## src/rtl/script_executor.sv

```systemverilog
// Script interpreter: fetches 16-bit instructions from ScriptMem and drives the
// per-player command bytes (operate/target) that SendData serialises.
module script_executor #(
   parameter int unsigned ADDR_W      = 8,
   parameter int unsigned HOLD_CYCLES = 16
) (
   input  logic              uart_clk,
   input  logic              reset,
   input  logic              run,
   input  logic              script_mode,
   input  logic [15:0]       script,
   input  logic              ms_tick,
   input  logic              in_front,
   input  logic              has_item,
   input  logic              machine_busy,
   input  logic              machine_has_item,
   output logic [ADDR_W-1:0] pc,
   output logic [7:0]        target_data,
   output logic [7:0]        operate_data,
   output logic              busy,
   output logic              done,
   output logic              err
);

   localparam int unsigned HOLD_W = (HOLD_CYCLES > 1) ? $clog2(HOLD_CYCLES) : 1;

   typedef enum logic [2:0] {
      S_IDLE,
      S_FETCH,
      S_EXEC,
      S_HOLD,
      S_WAITMS,
      S_WAITC,
      S_DONE
   } state_t;

   state_t              state_q, state_d;
   logic [ADDR_W-1:0]   pc_q, pc_d;
   logic [7:0]          tgt_q, tgt_d;
   logic [7:0]          op_q, op_d;
   logic                busy_q, busy_d;
   logic                done_q, done_d;
   logic                err_q, err_d;
   logic [HOLD_W-1:0]   hold_q, hold_d;
   logic [11:0]         ms_q, ms_d;
   logic [2:0]          cond_q, cond_d;

   logic [ADDR_W-1:0]   pc_inc;
   logic [3:0]          opcode;
   logic [4:0]          act_oh;
   logic                cond_sig;

   always_ff @(posedge uart_clk) begin
      if (!reset) begin
         state_q <= S_IDLE;
         pc_q    <= '0;
         tgt_q   <= '0;
         op_q    <= '0;
         busy_q  <= 1'b0;
         done_q  <= 1'b0;
         err_q   <= 1'b0;
         hold_q  <= '0;
         ms_q    <= '0;
         cond_q  <= '0;
      end else begin
         state_q <= state_d;
         pc_q    <= pc_d;
         tgt_q   <= tgt_d;
         op_q    <= op_d;
         busy_q  <= busy_d;
         done_q  <= done_d;
         err_q   <= err_d;
         hold_q  <= hold_d;
         ms_q    <= ms_d;
         cond_q  <= cond_d;
      end
   end

   always_comb begin
      state_d  = state_q;
      pc_d     = pc_q;
      tgt_d    = tgt_q;
      op_d     = op_q;
      err_d    = err_q;
      hold_d   = hold_q;
      ms_d     = ms_q;
      cond_d   = cond_q;
      pc_inc   = pc_q + 1'b1;
      opcode   = script[15:12];
      act_oh   = 5'b00001 << script[2:0];
      cond_sig = 1'b0;

      // Wait condition is latched at EXEC so WAITC does not depend on script staying stable.
      case (cond_q[1:0])
         2'd0:    cond_sig = in_front;
         2'd1:    cond_sig = has_item;
         2'd2:    cond_sig = machine_busy;
         default: cond_sig = machine_has_item;
      endcase

      if (state_q != S_IDLE && (!run || script_mode)) begin
         state_d = S_IDLE;
         pc_d    = '0;
         tgt_d   = '0;
         op_d    = '0;
         err_d   = 1'b0;
         hold_d  = '0;
         ms_d    = '0;
         cond_d  = '0;
      end else begin
         case (state_q)
            S_IDLE: begin
               if (run && !script_mode) begin
                  state_d = S_FETCH;
                  pc_d    = '0;
                  err_d   = 1'b0;
               end
            end
            S_FETCH: state_d = S_EXEC;
            S_EXEC: begin
               case (opcode)
                  4'h0: begin
                     pc_d    = pc_inc;
                     state_d = S_FETCH;
                  end
                  4'h1: begin
                     tgt_d   = {script[5:0], 2'b11};
                     op_d    = 8'h0C;
                     hold_d  = '0;
                     state_d = S_HOLD;
                  end
                  4'h2: begin
                     if (script[2:0] <= 3'd4) begin
                        op_d    = {1'b0, act_oh, 2'b10};
                        hold_d  = '0;
                        state_d = S_HOLD;
                     end else begin
                        err_d   = 1'b1;
                        state_d = S_DONE;
                     end
                  end
                  4'h3: begin
                     if (script[11:0] == 12'd0) begin
                        pc_d    = pc_inc;
                        state_d = S_FETCH;
                     end else begin
                        ms_d    = script[11:0];
                        state_d = S_WAITMS;
                     end
                  end
                  4'h4: begin
                     cond_d  = script[2:0];
                     state_d = S_WAITC;
                  end
                  4'h5: begin
                     pc_d    = script[ADDR_W-1:0];
                     state_d = S_FETCH;
                  end
                  4'hF: state_d = S_DONE;
                  default: begin
                     err_d   = 1'b1;
                     state_d = S_DONE;
                  end
               endcase
            end
            S_HOLD: begin
               if (hold_q == HOLD_W'(HOLD_CYCLES - 1)) begin
                  op_d    = '0;
                  hold_d  = '0;
                  pc_d    = pc_inc;
                  state_d = S_FETCH;
               end else begin
                  hold_d = hold_q + 1'b1;
               end
            end
            S_WAITMS: begin
               if (ms_tick) begin
                  if (ms_q == 12'd1) begin
                     ms_d    = '0;
                     pc_d    = pc_inc;
                     state_d = S_FETCH;
                  end else begin
                     ms_d = ms_q - 1'b1;
                  end
               end
            end
            S_WAITC: begin
               if (cond_sig == cond_q[2]) begin
                  pc_d    = pc_inc;
                  state_d = S_FETCH;
               end
            end
            S_DONE:  op_d = '0;
            default: state_d = S_IDLE;
         endcase
      end

      busy_d = (state_d != S_IDLE) && (state_d != S_DONE);
      done_d = (state_d == S_DONE);
   end

   assign pc           = pc_q;
   assign target_data  = tgt_q;
   assign operate_data = op_q;
   assign busy         = busy_q;
   assign done         = done_q;
   assign err          = err_q;

endmodule

```

## config.mk

```make
export PLATFORM = sky130hd
export DESIGN_NAME = script_executor
export DESIGN_NICKNAME = d
export VERILOG_FILES = /design/src/rtl/script_executor.sv
export SDC_FILE = /design/constraint.sdc
export NUM_CORES = 1
export LEC_CHECK = 0
export ABC_AREA = 0
export BUFFER_PORTS_ARGS = -buffer_cell sky130_fd_sc_hd__buf_2
export CAP_MARGIN = 20
export CORE_UTILIZATION = 46
export CTS_CLUSTER_SIZE = 8
export DETAILED_ROUTE_END_ITERATION = 8
export GPL_TIMING_DRIVEN = 0
export PLACE_DENSITY = 0.76
export REMOVE_ABC_BUFFERS = 1
export SLEW_MARGIN = 5
export SYNTH_ARGS = -nofsm -noshare
export SYNTH_HDL_FRONTEND = slang
export SYNTH_SLANG_ARGS = --single-unit
```

## constraint.sdc

```tcl
create_clock -name uart_clk -period 2.5 [get_ports uart_clk]
set_input_delay 0.375 -clock uart_clk [delete_from_list [all_inputs] [get_ports uart_clk]]
set_output_delay 0.375 -clock uart_clk [all_outputs]
set_load 0.005 [all_outputs]
```

==> reports/results.ini <==
[setup_path]
slowest_stage=or4_1
worst_setup_path_end_kind=register
cp.arrival_ns=2.56
startpoint_type=register
critPathMaxStageDelay_ns=0.68
critPathMaxFanout=10
path_class=reg2reg
crit_chain=or4_1 -> nor4_2 -> o22a_1 -> and3_2 -> a211oi_1
crit_required_ns=2.69

[yosys]
syn_avg_cell_area_sq_um=7.84
yosysWarnings=0
yosysSeqAreaShare_pct=30.9
synthFlopType=dfxtp_1
ys_seq_elements=46
synth-async-reset-ratio_pct=0
syn_area_sq_um=2980
synth_edf_count=0
yosysUniqueCellTypes=66
synthCells=380

[run]
cap_violations=0

[pwr]
share_seq_of_total_power_pct=36.0
p_leak_uw=0.00139
switching_share_pct=41.3
p_int_uw=1560
pwr-share-clk_pct=21.5
p_per_area_nw_per_um2=798
pwr-share-comb_pct=42.5
netSwitchingPower_uw=1090
ir_drop_mv=0.453

[routing]
via_per_inst=6.05
firstDrtPassIters=4
wl_per_cell_um=15.8
drtAntennaViolNets=0
wirelength_um=7680
drcViolationCount=0
num_vias=2935
drt_iter0_markers=198

[sta]
slew_violations=0
rsz0062_at_grt=no
max_freq_ghz=0.421
skew_ns=0.00680
period_needed_ns=2.38
setup_viol_count_final=0
min_period_over_period_pct=95.0
timing.slew.headroom_pct=53.0
tightestPinTransition_ns=0.705
final-hold-violation-count=0
fin_setup_tns_ns=0

[global_route]
grt_pass1_wl_um=12700
antenna_found_initial=0
grt_overflow=0
grt_pass1_vias=2672
grt_max_degree=25
grt_use_total_pct=24.5

[min_path]
worstHoldPathType=in2reg

[finish]
layout_commonest_cell=buf_2
nets=438
syn_to_final_growth_pct=11.4
antennaDiodeCount=0
instances_no_fill=485
final_cell_mix=49 x buf_2, 44 x dfxtp_1, 41 x nor2_1
drive_gt1_share_pct=20.0

[floorplanning]
initial_core_util_pct=48.9
rows=28
core_sq_um=6100
die_h_um=82.5
io_pins=52
die-area_sq_um=6800
die_w_um=82.5

[clocking]
numCtsBuffers=5
cts_root_buf=clkbuf_8
clkLatencyLatePin_ns=0.31
clk_pin_slew_ns=0.09
cts_num_sinks=46
cts_tree=yes
holdBufCountCts=0
cts_htree_levels=2
clockBufferDepth=2

[placed_design]
dp_cells=477
dp_hpwl_um=5470
portBuffers=49
gp_congestion=0.840

[run_status]
status=completed

sequential cells by signal, indices dropped and copies added, names as in the netlist:
name / cells
hold_q: 4
cond_q: 3
operate_data: 6
err: 1
busy: 1
pc: 8
target_data: 7
state_q: 3
ms_q: 12
done: 1
cell usage after synthesis (4+ instances only):
cell type  count  share of area (%)
dfxtp_1       46                 31
nor2_1        41                5.2
nand2_1       33                4.2
a21oi_1       27                4.5
o21ai_0       21                3.5
clkbuf_1      16                2.0
a211oi_1      12                3.0
nor3_1        12                2.0
inv_1         10                1.3
mux2i_1       10                3.4
nand3_1       10                1.7
nand2b_1       9                1.9
nor2b_1        9                1.9
a22oi_1        7                1.8
a31oi_1        7                1.5
o21a_1         7                1.8
and3_1         6                1.3
o31ai_1        6                1.5
buf_2          5               0.84
nand4_1        5                1.1
ha_1           4                1.7
worst paths after layout:
| path | to | cells after the start | slack [ns] | startpoint |
|---|---|---|---|---|
| max reg2reg | pc[1] | 5 | 0.12 | ms_q[8] |
| max | pc[1] | 5 | 0.12 | ms_q[8] |
| min | err | 3 | 0.33 | reset |
| min reg2reg | err | 2 | 0.44 | err |
routing by layer:
metal  up-vias  part of all wire (%)  GRT usage (%)
met5         -                     0              0
met4         0                   1.3           7.72
met3        10                   5.7           4.62
met2       106                    47           39.5
met1      1367                    46           32.8
li1       1452                     -              -
area by class of cell:
type / instances / area, sq um
Fill cell: 614 / 2780
Multi-Input combinational cell: 296 / 1880
Sequential cell: 46 / 923
Timing Repair Buffer: 50 / 273
Tap cell: 75 / 93.8
Clock buffer: 6 / 72.6
Clock inverter: 2 / 37.5
Inverter: 10 / 37.5
per-stage QoR:
stage          util, %  area [sq um]  hold slack, ns  setup slack, ns  power, uW
2_1_floorplan        -          2820           0.432          -0.0701       1710
3_3_place_gp      51.8          3160           0.436            -1.20       2000
3_5_place_dp      52.5          3200           0.431           -0.106       2060
4_1_cts           54.4          3310           0.328           0.0609       2630
5_1_grt           54.4          3320           0.346           0.0129       2830
6_report          54.4          3320           0.334            0.124       2650
power by group through the flow:
stage          Clock [uW]  Sequential [uW]  Combinational [uW]
2_1_floorplan           0              936                 772
3_3_place_gp            0              961                1040
3_5_place_dp            0              962                1100
4_1_cts               579              948                1110
5_1_grt               610              971                1250
6_report              570              953                1120
critical path: cells and delay by family, from the launching register on:
family	cells	cell delay, ns
simple gates	3	1.37
flops	1	0.38
compound gates	2	0.50
cells by family after synthesis:
logic type,after synthesis,synth area share (%)
muxes,11,4.24
other,1,0.126
xor gates and xnor gates,5,1.47
AOI/OAI and AO/OA,121,27.9
DFF,46,30.9
and+or+nand+nor,153,27.1
adders and majority gates,4,1.68
buffers and inverters,39,6.64
repair_timing:
item                                    4_1_cts  5_1_grt
endpoints found under the setup margin       12        8
resized for setup                             2        2
setup buffers                                 0        0
Note: power is estimated with default switching activity, not from simulation.
